$ cat src/rtl/wb_mailbox.sv
// -----------------------------------------------------------------------------
// wb_mailbox -- Wishbone B4 pipelined responder bridging a bus initiator and
// local logic through two small FIFOs.
//
//   TX FIFO : bus writes to DATA  -> local consumer (tx_valid/tx_ready/tx_data)
//   RX FIFO : local producer      -> bus reads of DATA (rx_valid/rx_ready/rx_data)
//
// Register map (wb_adr_i):
//   0 DATA   write pushes TX, read pops RX (returns 0 when RX is empty)
//   1 STATUS read-only; writes are acked and ignored
//            bit0                         RX non-empty
//            bit1                         TX full
//            [2+DEPTH_LOG2:2]             RX count
//            [2*DEPTH_LOG2+3:3+DEPTH_LOG2] TX count
//            WIDTH must be at least 2*DEPTH_LOG2+4 to hold the status word.
//
// Ports:
//   wb_clk_i    clock
//   wb_rst_i    asynchronous active-low reset
//   wb_cyc_i    bus cycle active
//   wb_stb_i    request strobe
//   wb_we_i     1 = write, 0 = read
//   wb_adr_i    0 = DATA, 1 = STATUS
//   wb_dat_i    write data
//   wb_dat_o    read data, registered, held between reads
//   wb_stall_o  request not accepted this cycle (write DATA with TX full)
//   wb_ack_o    one-cycle ack, one cycle after acceptance
//   int_rx      RX FIFO non-empty (registered)
//   tx_valid    TX head valid
//   tx_ready    consumer takes TX head
//   tx_data     TX head
//   rx_valid    producer offers a word
//   rx_ready    RX FIFO not full
//   rx_data     producer word
// -----------------------------------------------------------------------------

// -----------------------------------------------------------------------------
// wb_mailbox_fifo -- synchronous FIFO with first-word-fall-through head.
//
// Ports:
//   clk_i         clock
//   rst_ni        asynchronous active-low reset (pointers only)
//   push_i        write data_i (ignored when full)
//   data_i        write data
//   pop_i         drop head (ignored when empty)
//   head_o        current head word (undefined when empty)
//   count_o       occupancy, 0..2^DEPTH_LOG2
//   empty_o       no words stored
//   full_o        2^DEPTH_LOG2 words stored
// -----------------------------------------------------------------------------
module wb_mailbox_fifo #(
  parameter int WIDTH      = 32,
  parameter int DEPTH_LOG2 = 2
) (
  input  logic                  clk_i,
  input  logic                  rst_ni,
  input  logic                  push_i,
  input  logic [WIDTH-1:0]      data_i,
  input  logic                  pop_i,
  output logic [WIDTH-1:0]      head_o,
  output logic [DEPTH_LOG2:0]   count_o,
  output logic                  empty_o,
  output logic                  full_o
);

  localparam int DEPTH = 1 << DEPTH_LOG2;

  logic [WIDTH-1:0]    mem_q [DEPTH];
  logic [DEPTH_LOG2:0] wr_ptr_q, wr_ptr_d;
  logic [DEPTH_LOG2:0] rd_ptr_q, rd_ptr_d;
  logic                push_en;
  logic                pop_en;

  // Pointers carry one extra bit: equal low bits with differing MSBs means
  // the writer has lapped the reader exactly once, i.e. full.
  assign empty_o = (wr_ptr_q == rd_ptr_q);
  assign full_o  = (wr_ptr_q[DEPTH_LOG2] != rd_ptr_q[DEPTH_LOG2]) &&
                   (wr_ptr_q[DEPTH_LOG2-1:0] == rd_ptr_q[DEPTH_LOG2-1:0]);
  assign count_o = wr_ptr_q - rd_ptr_q;

  assign push_en = push_i & ~full_o;
  assign pop_en  = pop_i & ~empty_o;

  assign head_o = mem_q[rd_ptr_q[DEPTH_LOG2-1:0]];

  always_comb begin
    wr_ptr_d = wr_ptr_q;
    rd_ptr_d = rd_ptr_q;
    if (push_en) begin
      wr_ptr_d = wr_ptr_q + {{DEPTH_LOG2{1'b0}}, 1'b1};
    end
    if (pop_en) begin
      rd_ptr_d = rd_ptr_q + {{DEPTH_LOG2{1'b0}}, 1'b1};
    end
  end

  always_ff @(posedge clk_i or negedge rst_ni) begin
    if (!rst_ni) begin
      wr_ptr_q <= '0;
      rd_ptr_q <= '0;
    end else begin
      wr_ptr_q <= wr_ptr_d;
      rd_ptr_q <= rd_ptr_d;
    end
  end

  // Storage needs no reset: a word is only visible once the write pointer
  // has moved past it.
  always_ff @(posedge clk_i) begin
    if (push_en) begin
      mem_q[wr_ptr_q[DEPTH_LOG2-1:0]] <= data_i;
    end
  end

endmodule

module wb_mailbox #(
  parameter int WIDTH      = 32,
  parameter int DEPTH_LOG2 = 2
) (
  input  logic             wb_clk_i,
  input  logic             wb_rst_i,
  input  logic             wb_cyc_i,
  input  logic             wb_stb_i,
  input  logic             wb_we_i,
  input  logic             wb_adr_i,
  input  logic [WIDTH-1:0] wb_dat_i,
  output logic [WIDTH-1:0] wb_dat_o,
  output logic             wb_stall_o,
  output logic             wb_ack_o,
  output logic             int_rx,
  output logic             tx_valid,
  input  logic             tx_ready,
  output logic [WIDTH-1:0] tx_data,
  input  logic             rx_valid,
  output logic             rx_ready,
  input  logic [WIDTH-1:0] rx_data
);

  localparam logic [DEPTH_LOG2:0] CNT_ONE = {{DEPTH_LOG2{1'b0}}, 1'b1};

  // ---------------------------------------------------------------------------
  // FIFO instances
  // ---------------------------------------------------------------------------
  logic                tx_push, tx_pop, tx_empty, tx_full;
  logic [DEPTH_LOG2:0] tx_count;
  logic                rx_push, rx_pop, rx_empty, rx_full;
  logic [DEPTH_LOG2:0] rx_count;
  logic [WIDTH-1:0]    rx_head;

  wb_mailbox_fifo #(
    .WIDTH      (WIDTH),
    .DEPTH_LOG2 (DEPTH_LOG2)
  ) u_tx_fifo (
    .clk_i   (wb_clk_i),
    .rst_ni  (wb_rst_i),
    .push_i  (tx_push),
    .data_i  (wb_dat_i),
    .pop_i   (tx_pop),
    .head_o  (tx_data),
    .count_o (tx_count),
    .empty_o (tx_empty),
    .full_o  (tx_full)
  );

  wb_mailbox_fifo #(
    .WIDTH      (WIDTH),
    .DEPTH_LOG2 (DEPTH_LOG2)
  ) u_rx_fifo (
    .clk_i   (wb_clk_i),
    .rst_ni  (wb_rst_i),
    .push_i  (rx_push),
    .data_i  (rx_data),
    .pop_i   (rx_pop),
    .head_o  (rx_head),
    .count_o (rx_count),
    .empty_o (rx_empty),
    .full_o  (rx_full)
  );

  // ---------------------------------------------------------------------------
  // Bus request decode
  // ---------------------------------------------------------------------------
  logic req;
  logic accept;
  logic rd_accept;

  assign req = wb_cyc_i & wb_stb_i;

  // Only a DATA write can stall. tx_full comes from registered pointers, so
  // a consumer pop in the same cycle does not un-stall the write until the
  // following cycle.
  assign wb_stall_o = req & wb_we_i & ~wb_adr_i & tx_full;
  assign accept     = req & ~wb_stall_o;
  assign rd_accept  = accept & ~wb_we_i;

  assign tx_push = accept & wb_we_i & ~wb_adr_i;
  // A DATA read of an empty RX is acked with 0; the FIFO ignores the pop.
  assign rx_pop  = rd_accept & ~wb_adr_i;

  // ---------------------------------------------------------------------------
  // Local-side handshakes
  // ---------------------------------------------------------------------------
  assign tx_valid = ~tx_empty;
  assign tx_pop   = tx_valid & tx_ready;
  assign rx_ready = ~rx_full;
  assign rx_push  = rx_valid & rx_ready;

  // ---------------------------------------------------------------------------
  // Read data mux
  // ---------------------------------------------------------------------------
  logic [WIDTH-1:0] status_word;
  logic [WIDTH-1:0] rd_data;

  always_comb begin
    status_word                          = '0;
    status_word[0]                       = ~rx_empty;
    status_word[1]                       = tx_full;
    status_word[2 +: DEPTH_LOG2+1]       = rx_count;
    status_word[3+DEPTH_LOG2 +: DEPTH_LOG2+1] = tx_count;
  end

  always_comb begin
    rd_data = '0;
    if (wb_adr_i) begin
      rd_data = status_word;
    end else if (!rx_empty) begin
      rd_data = rx_head;
    end
  end

  // ---------------------------------------------------------------------------
  // Registered outputs
  // ---------------------------------------------------------------------------
  logic             ack_q, ack_d;
  logic [WIDTH-1:0] dat_q, dat_d;
  logic             int_rx_q, int_rx_d;
  logic             rx_pop_eff;

  assign rx_pop_eff = rx_pop & ~rx_empty;

  always_comb begin
    ack_d = accept;
    dat_d = dat_q;
    if (rd_accept) begin
      dat_d = rd_data;
    end
    // Next-cycle occupancy is non-zero when something is pushed, when more
    // than one word is stored, or when the single stored word stays.
    int_rx_d = rx_push | (rx_count > CNT_ONE) |
               ((rx_count == CNT_ONE) & ~rx_pop_eff);
  end

  always_ff @(posedge wb_clk_i or negedge wb_rst_i) begin
    if (!wb_rst_i) begin
      ack_q    <= 1'b0;
      dat_q    <= '0;
      int_rx_q <= 1'b0;
    end else begin
      ack_q    <= ack_d;
      dat_q    <= dat_d;
      int_rx_q <= int_rx_d;
    end
  end

  assign wb_ack_o = ack_q;
  assign wb_dat_o = dat_q;
  assign int_rx   = int_rx_q;

endmodule
$ cat config.mk
export PLATFORM = sky130hd
export DESIGN_NAME = wb_mailbox
export DESIGN_NICKNAME = d
export VERILOG_FILES = /design/src/rtl/wb_mailbox.sv
export SDC_FILE = /design/constraint.sdc
export NUM_CORES = 1
export LEC_CHECK = 0
export BUFFER_PORTS_ARGS = -buffer_cell sky130_fd_sc_hd__buf_2
export CAP_MARGIN = 20
export CORE_ASPECT_RATIO = 0.75
export CORE_MARGIN = 2
export CORE_UTILIZATION = 29
export CTS_CLUSTER_SIZE = 16
export DETAILED_ROUTE_END_ITERATION = 10
export PLACE_DENSITY = 0.52
export SKIP_CTS_REPAIR_TIMING = 1
export SYNTH_ARGS = -nofsm -noshare
export SYNTH_HDL_FRONTEND = slang
export SYNTH_SLANG_ARGS = --single-unit
$ cat constraint.sdc
create_clock -name wb_clk_i -period 3.65 [get_ports wb_clk_i]
set_input_delay 0.5475 -clock wb_clk_i [delete_from_list [all_inputs] [get_ports wb_clk_i]]
set_output_delay 0.5475 -clock wb_clk_i [all_outputs]
set_load 0.05 [all_outputs]
==> impl_table.tex, run 1 <==
\begin{tabular}{lr}
\hline
Metric & Value \\
\hline
\multicolumn{2}{l}{\textbf{Worst setup path}} \\
Kind of launch point of the worst setup path & register \\
Capture instance of the worst register-to-register path & u\_rx\_fifo.mem\_q[2][26]\$\_DFFE\_PP\_ \\
Type of the worst setup path & reg -> out \\
Worst setup path startpoint & u\_tx\_fifo.rd\_ptr\_q[0]\$\_DFFE\_PN0P\_ \\
Crit end category & output port \\
R2R depth & 6 \\
Worst-path fanout max & 34 \\
Startpoint of the most critical register-to-register path & u\_rx\_fifo.wr\_ptr\_q[0]\$\_DFFE\_PN0P\_ \\
Arrival time reported for the critical path endpoint & about 2.3 ns \\
Required time of the critical path & 3.10 ns \\
End point of the critical path & tx\_data[5] \\
Register-to-register setup slack & about 1.1 ns \\
\multicolumn{2}{l}{\textbf{STA}} \\
Slew @ Worst Pin & between 0.9 and 1 ns \\
Layout Skew & approximately 0.024 ns \\
Time the worst path needs with I/O delays and setup & approximately 2.9 ns \\
Final sum of negative setup slack & 0 ns \\
Unrepaired setup endpoints after global routing & no \\
Ratio of final minimum period to clock period & 78.70\% \\
Number of endpoints failing setup at the final stage & 0 \\
Hold Violations, Final & 0 \\
Slew margin rel. & 39.63\% \\
Final slew viol count & 0 \\
Upper clock frequency limit & 0.3481 GHz \\
\multicolumn{2}{l}{\textbf{Synth}} \\
Synthesized netlist cell count & about 560 \\
Count of different cell masters after synthesis & 39 \\
Seq cells post-synth & 302 \\
Cell taking the most area after synthesis & edfxtp\_1 \\
Fraction of synthesis flops using an asynchronous set or reset pin & $\sim$15\% \\
Post-synth EDFFs & around 260 \\
Net count after synthesis & 651 \\
Syn avg cell area & 20.64 um2 \\
Portion of the post-synthesis area used by sequential elements & 76.06\% \\
Top area cells in the synthesized netlist & edfxtp\_1, mux4\_2, dfrtp\_1 \\
Commonest cells in the synthesized netlist & edfxtp\_1, mux4\_2, dfrtp\_1 \\
Top-area cell type share of the netlist area & around two thirds \\
Top\_reg\_cell synth & edfxtp\_1 \\
Top-count cell post-synth & edfxtp\_1 \\
Warnings from Yosys & 0 \\
Mapped cell area & 11620 um2 \\
\multicolumn{2}{l}{\textbf{Die}} \\
Core area & roughly 39000 um2 \\
Floorplan die height & about 180 um \\
Floorplan die area & between 40000 and 50000 um2 \\
IO Count & roughly 140 \\
Initial standard-cell utilization of the core & roughly 30\% \\
Die span in x & 235.1 um \\
Rows & 63 \\
\multicolumn{2}{l}{\textbf{Pwr}} \\
PwrDens & around 860 nW/um2 \\
Leakage power figure & a little over 5 nW \\
Max IR drop VDD & around 0.30 mV \\
\multicolumn{2}{l}{\textbf{Clock tree}} \\
Cell chosen for the clock root & clkbuf\_16 \\
Clk pin slew, worst setup/hold paths & 0.06 ns \\
Clock tree from TritonCTS & yes \\
Clock latency of the later-clocked register in the worst-skew pair & roughly 0.51 ns \\
Number of buffers inserted during clock tree synthesis & 34 \\
H-Tree Level Count & 2 \\
Number of clock sinks & approximately 300 \\
Buffer depth of the longest clock path & 3 \\
\multicolumn{2}{l}{\textbf{Layout}} \\
Fraction of final layout cells sized beyond drive strength 1 & between 30\% and 40\% \\
Area delta synth->final & 20.90\% \\
FILL cells & about 3700 \\
\# nets final & between 800 and 900 \\
Final core occ & between 30\% and 40\% \\
Area occupied by registers & between 8000 and 9000 um2 \\
Multi-input combinational cell area & $\sim$2500 um2 \\
\multicolumn{2}{l}{\textbf{Placed design}} \\
HPWL Detailed & approximately 15000 um \\
IO buf count & 140 \\
GP Congestion & approximately 0.70 \\
\multicolumn{2}{l}{\textbf{Global route}} \\
Initial antenna violation count & 2 \\
Global-route wire length before repair & $\sim$37000 um \\
Number of global-route vias before repair & between 6000 and 7000 \\
Overflow left after global routing & 0 \\
GRT Util Overall & 11.77\% \\
Pin count of the biggest net entering global routing & between 50 and 60 \\
\multicolumn{2}{l}{\textbf{Detailed routing}} \\
Routed via count divided by cell count & 4.444 \\
Routed Wire Length & around 24000 um \\
Detailed-routing iteration count for the pre-antenna-repair pass & 4 \\
DRC violation count after routing & 0 \\
Antenna Violating Nets Remaining & 0 \\
Drt first-iter violations & 267 \\
Post-detailed-route wirelength per cell & approximately 19 um \\
Number of vias after detailed routing & 5662 \\
\multicolumn{2}{l}{\textbf{Flow run}} \\
Number of maximum-capacitance violations & 0 \\
\multicolumn{2}{l}{\textbf{Hold path}} \\
Min-Delay Path Class & in -> async \\
\multicolumn{2}{l}{\textbf{Run status}} \\
Run status & finished clean \\
\hline
\end{tabular}
-- report_power, final --
| part | switching (mW) | internal (mW) | leakage [nW] |
|---|---|---|---|
| Clock | 1.30 | 1.95 | 0.523 |
| Combinational | 2.88 | 1.36 | 1.71 |
| Sequential | 0.212 | 4.38 | 2.90 |
-- cell families after synthesis --
| group | count (synthesis) | synth area share [%] |
|---|---|---|
| xor gates and xnor gates | 14 | 1.055 |
| muxes | 68 | 13.18 |
| DFF | 302 | 76.06 |
| and+or+nand+nor | 47 | 1.863 |
| AOI/OAI and AO/OA | 54 | 3.521 |
| buffers and inverters | 62 | 2.466 |
| adders and majority gates | 16 | 1.852 |
-- per-layer routing --
| metal | part of all wire, % | vias up | routed length, um | GRT usage, % |
|---|---|---|---|---|
| met5 | 0 | - | 0 | 0 |
| met4 | 3.0 | 0 | 741 | 4.641 |
| met3 | 3.7 | 44 | 894 | 2.349 |
| met2 | 48 | 98 | 11740 | 18.76 |
| met1 | 45 | 2927 | 11090 | 15.95 |
| li1 | - | 2593 | - | - |
-- how the worst min path moves through the flow --
| stage | start | endpoint | slack [ns] |
|---|---|---|---|
| after detailed placement | wb_dat_o[20]$_DFFE_PN0P_ | wb_dat_o[20]$_DFFE_PN0P_ | 0.47 |
| after CTS | wb_rst_i | wb_dat_o[14]$_DFFE_PN0P_ | 0.18 |
| after floorplan | wb_rst_i | int_rx$_DFF_PN0_ | 0.25 |
| final | wb_rst_i | wb_dat_o[14]$_DFFE_PN0P_ | 0.17 |
| after global routing | wb_rst_i | wb_dat_o[14]$_DFFE_PN0P_ | 0.22 |
| after global placement | wb_dat_o[13]$_DFFE_PN0P_ | wb_dat_o[13]$_DFFE_PN0P_ | 0.45 |
-- sequential cells by signal (all words and copies together), names as in the netlist --
name / flops
u_tx_fifo.mem_q: 128
wb_ack_o: 1
u_tx_fifo.wr_ptr_q: 3
int_rx: 1
u_rx_fifo.wr_ptr_q: 3
u_rx_fifo.mem_q: 128
u_rx_fifo.rd_ptr_q: 3
u_tx_fifo.rd_ptr_q: 3
wb_dat_o: 32
-- final cells by class --
class                   instances  area share [%]
repair buffers                157           6.074
flip-flops and latches        302           62.94
well taps                     520           4.631
inverters                      34          0.9084
clock inverters                18           1.256
multi-input cells             199           17.81
diodes                          2         0.03563
clock buffers                  42           6.341
-- cells in the final DEF (no fill, tap or decap), drive strengths merged, types with 2 or more instances in the layout --
master / n
fa: 2
a31oi: 2
diode: 2
nor2: 2
mux2: 4
clkinv: 14
nand2: 31
edfxtp: 256
bufinv: 3
mux4: 64
o2111ai: 2
dfrtp: 46
buf: 157
nand3: 2
ha: 14
clkbuf: 42
o22a: 4
xor2: 4
o21ai: 7
o211a: 4
o31ai: 24
o211ai: 5
xnor2: 10
inv: 34
and2: 6
nand4b: 2
-- per-stage QoR --
step	area (um2)	worst slack (ns)	std cells	hold slack (ns)	power [mW]
3_3_place_gp	12980	1.014	1212	0.4542	8.977
2_1_floorplan	11620	0.5376	563	0.2519	7.899
5_1_grt	14050	0.6104	1273	0.2236	12.71
4_1_cts	14040	0.6882	1272	0.1842	12.30
3_5_place_dp	12980	1.000	1212	0.4675	8.994
6_report	14050	0.7774	1274	0.1698	12.08
-- critical path: stages (launching register included) --
cell     delay (ns)
dfrtp_2        0.36
buf_4          0.60
mux4_2         0.63
buf_2          0.24
No activity file was read; power rests on OpenSTA's default activity.
==> run 2: changes to the inputs <==
clock period = 2.9 ns   (was 3.65 ns; I/O delays follow)
==> run 2 against run 1 <==
The run now ends with negative hold slack left; flip-flop and latch count unchanged; clock skew decreased by 0.017 ns; hold slack got worse by 0.17 ns; final cell count about the same; critical path depth unchanged; combinational power increased by 27%; non-clock buffer count increased by 3; global-route usage decreased by 0.091 points; setup slack got worse by 0.55 ns; critical path type unchanged; highest routed layer unchanged.
==> impl_table.tex, run 2 (synthesis results as in run 1) <==
\begin{tabular}{lr}
\hline
Metric & Value \\
\hline
\multicolumn{2}{l}{\textbf{Detailed routing}} \\
Detailed-routing iteration count for the pre-antenna-repair pass & 4 (unchanged) \\
Number of vias after detailed routing & 5671 (+0.16\%) \\
Post-detailed-route wirelength per cell & 19.16 um (-0.21\%) \\
DRC violation count after routing & 0 (unchanged) \\
Antenna Violating Nets Remaining & 0 (unchanged) \\
Routed via count divided by cell count & 4.448 (about the same) \\
Routed Wire Length & 24440 um (-0.13\%) \\
Drt first-iter violations & 321 (+20\%) \\
\multicolumn{2}{l}{\textbf{Layout}} \\
Fraction of final layout cells sized beyond drive strength 1 & 35.99\% (+0.35 points) \\
Fin cells & 1275 (+0.078\%) \\
Multi-input combinational cell area & 2507 um2 (+0.20\%) \\
Area of all placed cells without fillers & 14060 um2 (+0.11\%) \\
Final core occ & 35.61\% (+0.038 points) \\
Most common library cell in the layout ignoring fill and taps & edfxtp\_1 \\
Highest-count cells in the layout ignoring fill and taps & edfxtp\_1, buf\_2, mux4\_2 \\
FILL cells & 3713 (+0.76\%) \\
Area occupied by registers & 8842 um2 (unchanged) \\
Area delta synth->final & 21.03\% \\
\# nets final & 816 (unchanged) \\
\multicolumn{2}{l}{\textbf{Global route}} \\
Number of global-route vias before repair & 6088 (+1.2\%) \\
Busiest grt layer & met2 \\
Pin count of the biggest net entering global routing & 53 (unchanged) \\
Overflow left after global routing & 0 (unchanged) \\
Initial antenna violation count & 3 (+1) \\
GRT Util Overall & 11.68\% (-0.091 points) \\
Met2 usage & 19.68\% (+0.92 points) \\
Global-route wire length before repair & 37340 um (+0.30\%) \\
Met3 layer usage reported by global route & 2.255\% (-0.093 points) \\
Global routing met1 resource utilization & 15.61\% (-0.34 points) \\
\multicolumn{2}{l}{\textbf{Die}} \\
Floorplan die height & 177.4 um (unchanged) \\
Die span in x & 235.1 um (unchanged) \\
Initial standard-cell utilization of the core & 29.42\% (unchanged) \\
IO Count & 141 (unchanged) \\
Rows & 63 (unchanged) \\
Core area & 39490 um2 (unchanged) \\
Floorplan die area & 41700 um2 (unchanged) \\
\multicolumn{2}{l}{\textbf{Worst setup path}} \\
Kind of launch point of the worst setup path & register \\
Arrival time reported for the critical path endpoint & 2.24 ns (-0.09 ns) \\
Crit end category & output port \\
R2R depth & 6 (unchanged) \\
Startpoint of the most critical register-to-register path & u\_rx\_fifo.wr\_ptr\_q[0]\$\_DFFE\_PN0P\_ \\
Worst-path fanout max & 24 (-29\%) \\
Capture instance of the worst register-to-register path & u\_rx\_fifo.mem\_q[1][11]\$\_DFFE\_PP\_ \\
Required time of the critical path & 2.47 ns (-0.63 ns) \\
Type of the worst setup path & reg -> out \\
Register-to-register setup slack & 0.73 ns (-0.34 ns) \\
\multicolumn{2}{l}{\textbf{Clock tree}} \\
Number of clock sinks & 302 (unchanged) \\
Number of buffers inserted during clock tree synthesis & 31 (-8.8\%) \\
Clock tree from TritonCTS & yes \\
Cell chosen for the clock root & clkbuf\_16 \\
Buffer depth of the longest clock path & 3 (unchanged) \\
Clock latency of the later-clocked register in the worst-skew pair & 0.56 ns (+0.05 ns) \\
Clk pin slew, worst setup/hold paths & 0.06 ns (about the same) \\
H-Tree Level Count & 1 (-1) \\
\multicolumn{2}{l}{\textbf{Placed design}} \\
HPWL Detailed & 15050 um (-1.4\%) \\
Post-placement setup slack & 0.7125 ns (-0.2878 ns) \\
IO buf count & 140 (unchanged) \\
Number of placed instances with taps included & 1215 (+0.25\%) \\
GP Congestion & 0.6995 (-0.70\%) \\
Cell area reported after detailed placement & 13070 um2 (+0.69\%) \\
\multicolumn{2}{l}{\textbf{STA}} \\
Setup slack of the critical path after layout & 0.2257 ns (-0.5517 ns) \\
Final sum of negative setup slack & 0 ns (unchanged) \\
Ratio of final minimum period to clock period & between 90\% and 100\% \\
Slew margin rel. & 38.45\% (-1.2 points) \\
Final hold slack & -0.003551 ns (-0.1733 ns) \\
Number of endpoints failing setup at the final stage & 0 (unchanged) \\
Layout Skew & 0.006408 ns (-0.01712 ns) \\
Slew @ Worst Pin & 0.9232 ns (+0.01764 ns) \\
Unrepaired setup endpoints after global routing & no \\
Final slew viol count & 0 (unchanged) \\
Upper clock frequency limit & 0.3739 GHz \\
Hold Violations, Final & 2 (+2) \\
Time the worst path needs with I/O delays and setup & roughly 2.7 ns \\
\multicolumn{2}{l}{\textbf{Pwr}} \\
Final total power & 15.00 mW (+24\%) \\
Leakage power figure & 5.118 nW (-0.15\%) \\
Max IR drop VDD & 0.4204 mV (+41\%) \\
PwrDens & 1066 nW/um2 (+24\%) \\
\multicolumn{2}{l}{\textbf{Hold path}} \\
Min-Delay Path Class & in -> async \\
\multicolumn{2}{l}{\textbf{Run status}} \\
Violated checks & negative hold slack \\
Run status & complete, but fails checks \\
\multicolumn{2}{l}{\textbf{Flow run}} \\
Number of maximum-capacitance violations & 0 (unchanged) \\
\hline
\end{tabular}
## run 2: critical path: stages, from the launching register on
cell	delay [ns]
dfrtp_2	0.38
buf_4	0.45
mux4_2	0.59
buf_2	0.23
## run 2: worst max path at each step
stage | startpoint | endpoint | slack, ns | depth (start not counted)
2_1_floorplan | u_tx_fifo.rd_ptr_q[1]$_DFFE_PN0P_ | u_tx_fifo.mem_q[2][0]$_DFFE_PP_ | 0.01 | 6
3_3_place_gp | u_tx_fifo.wr_ptr_q[0]$_DFFE_PN0P_ | u_tx_fifo.mem_q[1][3]$_DFFE_PP_ | 0.75 | 5
3_5_place_dp | u_rx_fifo.wr_ptr_q[0]$_DFFE_PN0P_ | u_rx_fifo.mem_q[1][28]$_DFFE_PP_ | 0.71 | 6
4_1_cts | u_tx_fifo.rd_ptr_q[0]$_DFFE_PN0P_ | tx_data[12] | 0.15 | 3
5_1_grt | u_tx_fifo.rd_ptr_q[0]$_DFFE_PN0P_ | tx_data[6] | 0.09 | 3
6_report | u_tx_fifo.rd_ptr_q[0]$_DFFE_PN0P_ | tx_data[12] | 0.23 | 3
## run 2: power breakdown
| part | switching (mW) | internal [mW] |
|---|---|---|
| Combinational | 3.62 | 1.76 |
| Sequential | 0.267 | 5.50 |
| Clock | 1.63 | 2.21 |
## run 2: layer usage
metal | vias to the layer above | routed length (um)
met3 | 36 | 1036
li1 | 2593 | -
met4 | 0 | 496
met5 | - | 0
met1 | 2944 | 10860
met2 | 98 | 12040
## run 2: final cells by class
class	instances	area share, %
Inverter	34	0.9075
Sequential cell	302	62.87
Clock inverter	12	0.7117
Clock buffer	46	6.343
Tap cell	520	4.626
Multi-Input combinational cell	199	17.83
Timing Repair Buffer	160	6.673
Antenna cell	2	0.03559
